$ cat src/rtl/intdiv_ctrl_if.sv
// intdiv_ctrl_if: request, datapath-status and control-strobe bundle of the SD2 divider sequencer.
interface intdiv_ctrl_if #(parameter int CW = 5);
    logic          start;
    logic          xmsb;
    logic          ymsb;
    logic          y_zero;
    logic          padj_in;
    logic          seladj_in;
    logic          busy;
    logic          load_en;
    logic          iter_en;
    logic [CW-1:0] step;
    logic          adj_en;
    logic          padj;
    logic          seladj;
    logic          xmsb_q;
    logic          ymsb_q;
    logic          done;
    logic          err;
    modport master (
        output start, xmsb, ymsb, y_zero, padj_in, seladj_in,
        input  busy, load_en, iter_en, step, adj_en, padj, seladj, xmsb_q, ymsb_q, done, err
    );
    modport slave (
        input  start, xmsb, ymsb, y_zero, padj_in, seladj_in,
        output busy, load_en, iter_en, step, adj_en, padj, seladj, xmsb_q, ymsb_q, done, err
    );
endinterface

$ cat src/rtl/intdiv_ctrl.sv
// intdiv_ctrl: sequencer for an N-digit SD2 integer divider (load, N iterations, adjust, done).
module intdiv_ctrl #(
    parameter int N  = 16,
    parameter int CW = 5
) (
    input logic         clk,
    input logic         rst,
    intdiv_ctrl_if.slave d
);
    typedef enum logic [2:0] {IDLE, LOAD, ITER, ADJ, DONE} state_t;
    state_t        state, nxt;
    logic [CW-1:0] step_q;
    logic          padj_q, seladj_q, err_q, xq, yq;
    always_ff @(posedge clk)
        if (rst) state <= IDLE;
        else state <= nxt;
    always_comb begin
        nxt = state;
        case (state)
            IDLE:    nxt = d.start ? LOAD : IDLE;
            LOAD:    nxt = d.y_zero ? DONE : ITER;
            ITER:    nxt = (step_q == '0) ? ADJ : ITER;
            ADJ:     nxt = DONE;
            default: nxt = IDLE;
        endcase
    end
    always_ff @(posedge clk) begin
        if (rst) begin
            step_q   <= '0;
            padj_q   <= 1'b0;
            seladj_q <= 1'b0;
            err_q    <= 1'b0;
            xq       <= 1'b0;
            yq       <= 1'b0;
        end else begin
            if (state == IDLE && d.start) begin
                xq <= d.xmsb;
                yq <= d.ymsb;
            end
            if (state == LOAD) begin
                step_q   <= d.y_zero ? '0 : CW'(N - 1);
                err_q    <= d.y_zero;
                padj_q   <= 1'b0;
                seladj_q <= 1'b0;
            end
            // step parks at 0 on the final digit so it never wraps
            if (state == ITER && step_q != '0) step_q <= step_q - 1'b1;
            if (state == ADJ) begin
                padj_q   <= d.padj_in;
                seladj_q <= d.seladj_in;
            end
        end
    end
    assign d.busy    = state == LOAD || state == ITER || state == ADJ;
    assign d.load_en = state == LOAD;
    assign d.iter_en = state == ITER;
    assign d.adj_en  = state == ADJ;
    assign d.done    = state == DONE;
    assign d.step    = step_q;
    assign d.padj    = padj_q;
    assign d.seladj  = seladj_q;
    assign d.err     = err_q;
    assign d.xmsb_q  = xq;
    assign d.ymsb_q  = yq;
endmodule

$ cat src/flat_wrapper.sv
// flat-port wrapper written by rule: the top's interface ports become plain ports
module intdiv_ctrl_flat 
#(
    parameter int N  = 16,
    parameter int CW = 5
)
  (clk, rst, d_start, d_xmsb, d_ymsb, d_y_zero, d_padj_in, d_seladj_in, d_busy, d_load_en, d_iter_en, d_step, d_adj_en, d_padj, d_seladj, d_xmsb_q, d_ymsb_q, d_done, d_err);
  intdiv_ctrl_if #(.CW(CW)) d_i ();
  input logic clk;
  input logic rst;
  input wire logic [$bits(d_i.start)-1:0] d_start;
  input wire logic [$bits(d_i.xmsb)-1:0] d_xmsb;
  input wire logic [$bits(d_i.ymsb)-1:0] d_ymsb;
  input wire logic [$bits(d_i.y_zero)-1:0] d_y_zero;
  input wire logic [$bits(d_i.padj_in)-1:0] d_padj_in;
  input wire logic [$bits(d_i.seladj_in)-1:0] d_seladj_in;
  output wire logic [$bits(d_i.busy)-1:0] d_busy;
  output wire logic [$bits(d_i.load_en)-1:0] d_load_en;
  output wire logic [$bits(d_i.iter_en)-1:0] d_iter_en;
  output wire logic [$bits(d_i.step)-1:0] d_step;
  output wire logic [$bits(d_i.adj_en)-1:0] d_adj_en;
  output wire logic [$bits(d_i.padj)-1:0] d_padj;
  output wire logic [$bits(d_i.seladj)-1:0] d_seladj;
  output wire logic [$bits(d_i.xmsb_q)-1:0] d_xmsb_q;
  output wire logic [$bits(d_i.ymsb_q)-1:0] d_ymsb_q;
  output wire logic [$bits(d_i.done)-1:0] d_done;
  output wire logic [$bits(d_i.err)-1:0] d_err;
  assign d_i.start = d_start;
  assign d_i.xmsb = d_xmsb;
  assign d_i.ymsb = d_ymsb;
  assign d_i.y_zero = d_y_zero;
  assign d_i.padj_in = d_padj_in;
  assign d_i.seladj_in = d_seladj_in;
  assign d_busy = d_i.busy;
  assign d_load_en = d_i.load_en;
  assign d_iter_en = d_i.iter_en;
  assign d_step = d_i.step;
  assign d_adj_en = d_i.adj_en;
  assign d_padj = d_i.padj;
  assign d_seladj = d_i.seladj;
  assign d_xmsb_q = d_i.xmsb_q;
  assign d_ymsb_q = d_i.ymsb_q;
  assign d_done = d_i.done;
  assign d_err = d_i.err;
  intdiv_ctrl #(.N(N), .CW(CW)) u_core (.clk(clk), .rst(rst), .d(d_i));
endmodule
$ cat config.mk
export PLATFORM = sky130hd
export DESIGN_NAME = intdiv_ctrl_flat
export DESIGN_NICKNAME = d
export VERILOG_FILES = /design/src/rtl/intdiv_ctrl_if.sv /design/src/rtl/intdiv_ctrl.sv /design/src/flat_wrapper.sv
export SDC_FILE = /design/constraint.sdc
export NUM_CORES = 1
export LEC_CHECK = 0
export ABC_AREA = 1
export BUFFER_PORTS_ARGS = -buffer_cell sky130_fd_sc_hd__buf_2
export CAP_MARGIN = 15
export CORE_MARGIN = 2
export CORE_UTILIZATION = 46
export DETAILED_ROUTE_END_ITERATION = 8
export GPL_TIMING_DRIVEN = 0
export PLACE_DENSITY_LB_ADDON = 0.05
export SETUP_SLACK_MARGIN = 0.3
export SYNTH_ARGS = -nofsm -noshare
export SYNTH_HDL_FRONTEND = slang
export SYNTH_SLANG_ARGS = --single-unit
export TNS_END_PERCENT = 20
$ cat constraint.sdc
create_clock -name clk -period 1.33 [get_ports clk]
set_input_delay 0.266 -clock clk [delete_from_list [all_inputs] [get_ports clk]]
set_output_delay 0.266 -clock clk [all_outputs]
set_load 0.05 [all_outputs]
==> summary.txt, run 1 <==
SETUP PATH
--------------------------------------------------------------------------------------
Required time at the worst-slack endpoint                                      1.06 ns
Worst setup path startpoint                                               u_core.state[2]
Element type at the critical path end                                     primary output
Kind of critical path                                                          reg2out
Slowest-stage cell, CP                                                    sky130_fd_sc_hd__dfxtp_2
Maximum cell stage delay along the critical path                               0.34 ns
Cell Chain, Critical Path                                                 inv_4, nand2_4, nor2_4, buf_8
Data arrival time of the critical path                                         1.09 ns
Startpoint of the lowest-slack register-to-register path                  u_core.state[2]
Kind of cell with the highest combined delay on the critical path           flip-flops
Critical path peak fanout                                                            4
Worst path bufs/invs                                                                 2
Kind of launch point of the worst setup path                                  register

ROUTE
--------------------------------------------------------------------------------------
Total routed wirelength                                                        1.88 mm
Detailed Routing Iterations Pass 1                                                   6
Overall via count from detail_route                                                703
Post-detailed-route count of antenna-violating nets                                  0
Routed len/inst                                                                13.7 um
Initial drt markers                                                                 17
Detail-routed via count per cell                                                  5.09
Drc violations                                                                       0

FLOORPLANNING
--------------------------------------------------------------------------------------
Starting density of the core                                                     48.4%
Chip Width                                                                     40.8 um
Die area                                                                  0.00166 mm^2
Total number of placement rows                                                      13
Num ports                                                                           23
Die extent in y                                                                40.8 um
Core box area                                                             0.00128 mm^2

FINAL LAYOUT
--------------------------------------------------------------------------------------
Commonest cells after routing, fill and taps aside                        17 x sky130_fd_sc_hd__nand2_1, 15 x sky130_fd_sc_hd__inv_1, 12 x sky130_fd_sc_hd__buf_8
Antenna diode count                                                                  0
Final Instance Count excl. Fillers                                                 138
Fillers                                                                             82
Post-Route Utilization                                                           82.5%
Area taken by multi-input logic gates                                         355 um^2
Fraction of final layout cells sized beyond drive strength 1                     48.8%
Layout Nets                                                                        133
Area used by sequential logic in the layout                                   289 um^2
Commonest non-fill, non-tap cell in the layout                            sky130_fd_sc_hd__nand2_1
Area added between synthesis and finish                                          70.4%

PWR
--------------------------------------------------------------------------------------
Worst IR drop on VDD                                                          0.835 mV
Leak                                                                          0.509 nW
PD cells                                                                  1030 mW/mm^2
Power consumption                                                              1.09 mW

WORST HOLD PATH
--------------------------------------------------------------------------------------
Source of the worst hold timing path                                         d_padj_in
Min-delay worst type                                                            in2reg

PLACED DESIGN
--------------------------------------------------------------------------------------
Number of cells in the design after placement                                      127
HPWL after detailed placement                                                  1.06 mm
# port buffers                                                                      21
Weighted congestion reported at the end of routability-driven placement          0.808

CLOCK TREE
--------------------------------------------------------------------------------------
Clock tree from TritonCTS                                                        built
CTS Sinks                                                                           13
Clock insertion delay at the later pin of the skew report                      0.28 ns
Clock transition at the registers of the reported paths                        0.08 ns
Buffer type at the clock tree root                                        sky130_fd_sc_hd__clkbuf_4
Num CTS Buffers                                                                      3
Worst-case clock buffer depth                                                        2
Count of H-tree levels built during CTS                                              1
Count of hold buffers inserted by post-cts repair                                    0

LOGIC SYNTHESIS
--------------------------------------------------------------------------------------
Netlist Area Pre-Place                                                        622 um^2
Portion of synthesized cell area occupied by the leading cell type               41.9%
Synth warn                                                                           0
Dominant cell type by area after synthesis                                sky130_fd_sc_hd__dfxtp_1
Count of different cell masters after synthesis                                     16
Fraction of the yosys area taken by sequential cells                             41.9%
Number of cells produced by synthesis                                               91
Mean post-synth cell area                                                    6.83 um^2
Total nets after synthesis                                                         100
Ranking of synthesized cells by area                                      sky130_fd_sc_hd__dfxtp_1 42%, sky130_fd_sc_hd__nand2_1 11%, sky130_fd_sc_hd__inv_1 11%
Seq cells post-synth                                                                13

GRT
--------------------------------------------------------------------------------------
Largest net degree at the start of global routing                                   10
Aggregate global-route resource usage                                            23.4%
Antenna violations before repair                                                     0
Total congestion overflow after global routing                                       0
Wire length of the first global-routing pass                                   2.44 mm
Via count of the first global-routing pass                                         581

TIMING
--------------------------------------------------------------------------------------
Count of final setup violators                                                       3
Max-slew headroom at the worst pin                                               74.4%
Maximum clock skew at final layout                                          0.00326 ns
Fin. max-slew vios                                                                   0
Worst-margin pin slew                                                         0.384 ns
Unrepaired setup endpoints after global routing                                    yes
Clock period minus worst slack                                                 1.35 ns
Final worst setup slack                                                     -0.0218 ns
Final-report hold violation count                                                    0
Final cycle utilization of the critical path                                      102%
Final hold slack                                                              0.224 ns
Max Freq                                                                       740 MHz

JOB
--------------------------------------------------------------------------------------
Max-capacitance violation count                                                      0

RUN STATUS
--------------------------------------------------------------------------------------
Result of the run                                                         finished with violations
Failing checks                                                            negative setup slack

-- path summary, 6_finish.rpt --
check	to	slack (ns)	depth (start not counted)
max	d_iter_en	-0.02	4
min	u_core.d.padj	0.22	3
max reg2reg	u_core.d.step[2]	0.05	8
min reg2reg	u_core.d.ymsb_q	0.46	2
-- metrics by stage --
step / cell area, um^2 / setup WS [ns] / TNS [ns]
5_1_grt: 1060 / -0.0612 / -0.170
3_3_place_gp: 805 / 0.0307 / 0
3_5_place_dp: 805 / 0.0198 / 0
6_report: 1060 / -0.0218 / -0.0372
4_1_cts: 911 / 0.00571 / 0
2_1_floorplan: 681 / 0.0392 / 0
-- power by group --
group          internal, mW  switching, mW
sequential            0.416         0.0367
clock                 0.116          0.139
combinational         0.150          0.230
-- cell families after synthesis --
kind of cell | Yosys count | synth area share [%]
flops | 13 | 41.9
fa+ha+maj | 1 | 2.01
buf+inv | 19 | 11.5
compound gates | 14 | 11.7
simple gates | 44 | 33.0
-- cell type report --
class,count,share of cell area [%]
plain buffers,1,0.354
clock buffers,4,2.48
inverters,18,6.61
multi-input cells,59,33.5
flip-flops and latches,13,27.3
well taps,15,1.77
repair buffers,28,28.0
-- routing by layer --
metal / share of wire (%) / track usage [%] / wire, um / vias up
li1: - / - / - / 348
met1: 41 / 29.8 / 781 / 325
met2: 52 / 37.7 / 986 / 25
met3: 4.8 / 3.26 / 91 / 5
met4: 1.3 / 12.5 / 25 / 0
met5: 0 / 0 / 0 / -
-- tightest hold or removal path, cell delays in order --
cell,delay (ns)
sky130_fd_sc_hd__buf_2,0.09
sky130_fd_sc_hd__nand2_1,0.05
sky130_fd_sc_hd__a21oi_1,0.05
-- timing repair --
action / 4_1_cts / 5_1_grt
pin swaps: 4 / 3
buffers inserted: 5 / 2
gates resized for setup: 14 / 53
endpoints found under the setup margin: 22 / 27
-- state kept, by name, summed over array words and instances (netlist names) --
register / cells
u_core.d.step: 5
u_core.state: 3
u_core.d.err: 1
u_core.d.padj: 1
u_core.d.seladj: 1
u_core.d.xmsb_q: 1
u_core.d.ymsb_q: 1
-- cells in the mapped netlist --
master,count
sky130_fd_sc_hd__nand2_1,19
sky130_fd_sc_hd__inv_1,18
sky130_fd_sc_hd__dfxtp_1,13
sky130_fd_sc_hd__a21oi_1,9
sky130_fd_sc_hd__nand3_1,9
sky130_fd_sc_hd__nor2_1,7
sky130_fd_sc_hd__o21ai_0,4
sky130_fd_sc_hd__nand2_2,3
sky130_fd_sc_hd__nand3b_1,2
sky130_fd_sc_hd__a211oi_1,1
sky130_fd_sc_hd__clkbuf_1,1
sky130_fd_sc_hd__ha_1,1
sky130_fd_sc_hd__nand4_1,1
sky130_fd_sc_hd__nor2_2,1
sky130_fd_sc_hd__nor2_4,1
sky130_fd_sc_hd__nor3_1,1
No activity file was read; power rests on OpenSTA's default activity.
==> run 2, diff against run 1 <==
- RECOVER_POWER: not set -> 100
- clock period: 1.33 -> 1.4 ns (I/O delays scaled with it)
==> run 2 against run 1 <==
Sequential share of layout area rose by 2.4 points. Sequential cell count did not move. Highest routed layer unchanged. Hold slack improved by 0.013 ns. Sequential power fell by 6.9%. Global-route usage did not move. Power fell by 9.7%. Final cell count rose by 0.72%. First-iteration DRC count fell by 29%. The flow now finishes without violations.
==> summary.txt, run 2 (same netlist as run 1, synthesis figures left out) <==
GRT
--------------------------------------------------------------------------------------
Wire length of the first global-routing pass                                   2.44 mm   unchanged
Antenna violations before repair                                                     0   unchanged
Aggregate global-route resource usage                                            23.4%   unchanged
Largest net degree at the start of global routing                                   10   unchanged
Total congestion overflow after global routing                                       0   unchanged
Via count of the first global-routing pass                                         581   unchanged

TIMING
--------------------------------------------------------------------------------------
Count of final setup violators                                                       0   was 3
Maximum clock skew at final layout                                          0.00205 ns   was 0.00326 ns
Final total negative setup slack                                                  0 ns   was -0.0372 ns
Final cycle utilization of the critical path                                     97.8%
Unrepaired setup endpoints after global routing                                    yes   unchanged
Final hold slack                                                              0.237 ns   was 0.224 ns
Worst-margin pin slew                                                         0.372 ns   was 0.384 ns
Max-slew headroom at the worst pin                                               75.2%   was 74.4%
Final-report hold violation count                                                    0   unchanged
Fin. max-slew vios                                                                   0   unchanged
Max Freq                                                                       730 MHz
Clock period minus worst slack                                                 1.37 ns

CLOCK TREE
--------------------------------------------------------------------------------------
Count of H-tree levels built during CTS                                              1   unchanged
Buffer type at the clock tree root                                        sky130_fd_sc_hd__clkbuf_4   unchanged
Count of hold buffers inserted by post-cts repair                                    0   unchanged
Clock insertion delay at the later pin of the skew report                      0.28 ns   about the same
Clock tree from TritonCTS                                                        built   unchanged
Num CTS Buffers                                                                      3   unchanged
CTS Sinks                                                                           13   unchanged
Clock transition at the registers of the reported paths                        0.08 ns   about the same
Worst-case clock buffer depth                                                        2   unchanged

JOB
--------------------------------------------------------------------------------------
Max-capacitance violation count                                                      0   unchanged

ROUTE
--------------------------------------------------------------------------------------
Total routed wirelength                                                        1.74 mm   was 1.88 mm
Drc violations                                                                       0   unchanged
Detailed Routing Iterations Pass 1                                                   4   was 6
Detail-routed via count per cell                                                  4.92   was 5.09
Initial drt markers                                                                 12   was 17
Routed len/inst                                                                12.5 um   was 13.7 um
Overall via count from detail_route                                                684   was 703
Post-detailed-route count of antenna-violating nets                                  0   unchanged

FLOORPLANNING
--------------------------------------------------------------------------------------
Core box area                                                             0.00128 mm^2   unchanged
Total number of placement rows                                                      13   unchanged
Starting density of the core                                                     48.4%   unchanged
Chip Width                                                                     40.8 um   unchanged
Die extent in y                                                                40.8 um   unchanged
Die area                                                                  0.00166 mm^2   unchanged
Num ports                                                                           23   unchanged

FINAL LAYOUT
--------------------------------------------------------------------------------------
Area added between synthesis and finish                                          51.9%   was 70.4%
Layout Nets                                                                        134   was 133
Commonest cells after routing, fill and taps aside                        18 x sky130_fd_sc_hd__nand2_1, 15 x sky130_fd_sc_hd__inv_1, 10 x sky130_fd_sc_hd__clkbuf_2   was 17 x sky130_fd_sc_hd__nand2_1, 15 x sky130_fd_sc_hd__inv_1, 12 x sky130_fd_sc_hd__buf_8
Commonest non-fill, non-tap cell in the layout                            sky130_fd_sc_hd__nand2_1   unchanged
Fraction of final layout cells sized beyond drive strength 1                     43.5%   was 48.8%
Final Instance Count excl. Fillers                                                 139   was 138
Max reg flops                                                                        5   unchanged
Antenna diode count                                                                  0   unchanged

PWR
--------------------------------------------------------------------------------------
Combinational share of power                                                     32.0%   was 34.9%
Sequential power share                                                           42.9%   was 41.6%
Worst IR drop on VDD                                                          0.766 mV   was 0.835 mV
Net switching power                                                           0.376 mW   was 0.406 mW
PD cells                                                                  1040 mW/mm^2   was 1030 mW/mm^2
Leak                                                                          0.478 nW   was 0.509 nW
Internal power                                                                0.606 mW   was 0.682 mW
Power consumption                                                             0.982 mW   was 1.09 mW
Portion of total power attributed to the clock network                           25.0%   was 23.5%
Switching Fraction                                                               38.3%   was 37.3%

SETUP PATH
--------------------------------------------------------------------------------------
Required time at the worst-slack endpoint                                      1.12 ns   was 1.06 ns
Register-to-register path setup slack                                          0.06 ns   was 0.05 ns
Data arrival time of the critical path                                         1.09 ns   about the same
Critical path peak fanout                                                            5   was 4
Worst setup path startpoint                                               u_core.state[1]   was u_core.state[2]
Element type at the critical path end                                     primary output   unchanged
Startpoint of the lowest-slack register-to-register path                  u_core.state[2]   unchanged
Kind of launch point of the worst setup path                                  register   unchanged
Kind of critical path                                                          reg2out   unchanged

WORST HOLD PATH
--------------------------------------------------------------------------------------
Source of the worst hold timing path                                       d_seladj_in   was d_padj_in
Min-delay worst type                                                            in2reg   unchanged

PLACED DESIGN
--------------------------------------------------------------------------------------
Number of cells in the design after placement                                      127   unchanged
# port buffers                                                                      21   unchanged
HPWL after detailed placement                                                  1.06 mm   unchanged
Weighted congestion reported at the end of routability-driven placement          0.808   unchanged

RUN STATUS
--------------------------------------------------------------------------------------
Result of the run                                                         complete, no violations   was finished with violations

-- run 2: cell count changes in the layout (fill, tap and decap cells not counted), sizes merged --
cell	previous run	this run
clkbuf	5	19
buf	28	15
-- run 2: worst paths after layout --
| kind | end | cells past startpoint |
|---|---|---|
| worst max-delay path | d_done | 2 |
| worst min register to register | u_core.d.xmsb_q | 2 |
| worst min-delay path | u_core.d.seladj | 3 |
| worst max register to register | u_core.d.step[2] | 9 |
-- run 2: critical path: stages, from the launching register on --
cell                       delay (ns)
sky130_fd_sc_hd__dfxtp_4         0.38
sky130_fd_sc_hd__nor3_2          0.17
sky130_fd_sc_hd__clkbuf_4        0.25
-- run 2: power by group through the flow --
stage	Combinational, mW	Clock [mW]	Sequential [mW]
after floorplan	0.157	0	0.488
after global placement	0.272	0	0.425
after detailed placement	0.276	0	0.427
after CTS	0.306	0.253	0.418
after global routing	0.341	0.263	0.426
final	0.314	0.246	0.421
-- run 2: through the flow --
step | setup WS, ns | utilization [%] | area, um^2
floorplan | 0.0952 | - | 681
global placement | 0.101 | 62.6 | 805
detailed placement | 0.0898 | 62.6 | 805
CTS | 0.0617 | 70.9 | 911
global route | 0.00709 | 73.5 | 945
finish | 0.0308 | 73.5 | 945
-- run 2: area by class of cell --
type                       instances  area [um^2]
buffer                             1         3.75
clock buffer                       4         26.3
fill                             111          340
inverter                          18         70.1
multi-input combinational         59          353
sequential                        13          280
tap                               15         18.8
timing repair buffer              29          193
-- run 2: repair_timing --
item / CTS / global route
buffers inserted: 5 / 3
setup endpoints to repair: 20 / 23
resized for setup: 14 / 7
pin swaps: 4 / 3
-- run 2: layer usage --
metal / part of all wire (%) / routed length (um) / vias to the layer above / global-route usage, %
li1: - / - / 353 / -
met1: 47 / 813 / 312 / 29.8
met2: 48 / 839 / 17 / 37.7
met3: 4.1 / 72 / 2 / 3.26
met4: 0.69 / 12 / 0 / 12.5
met5: 0 / 0 / - / 0
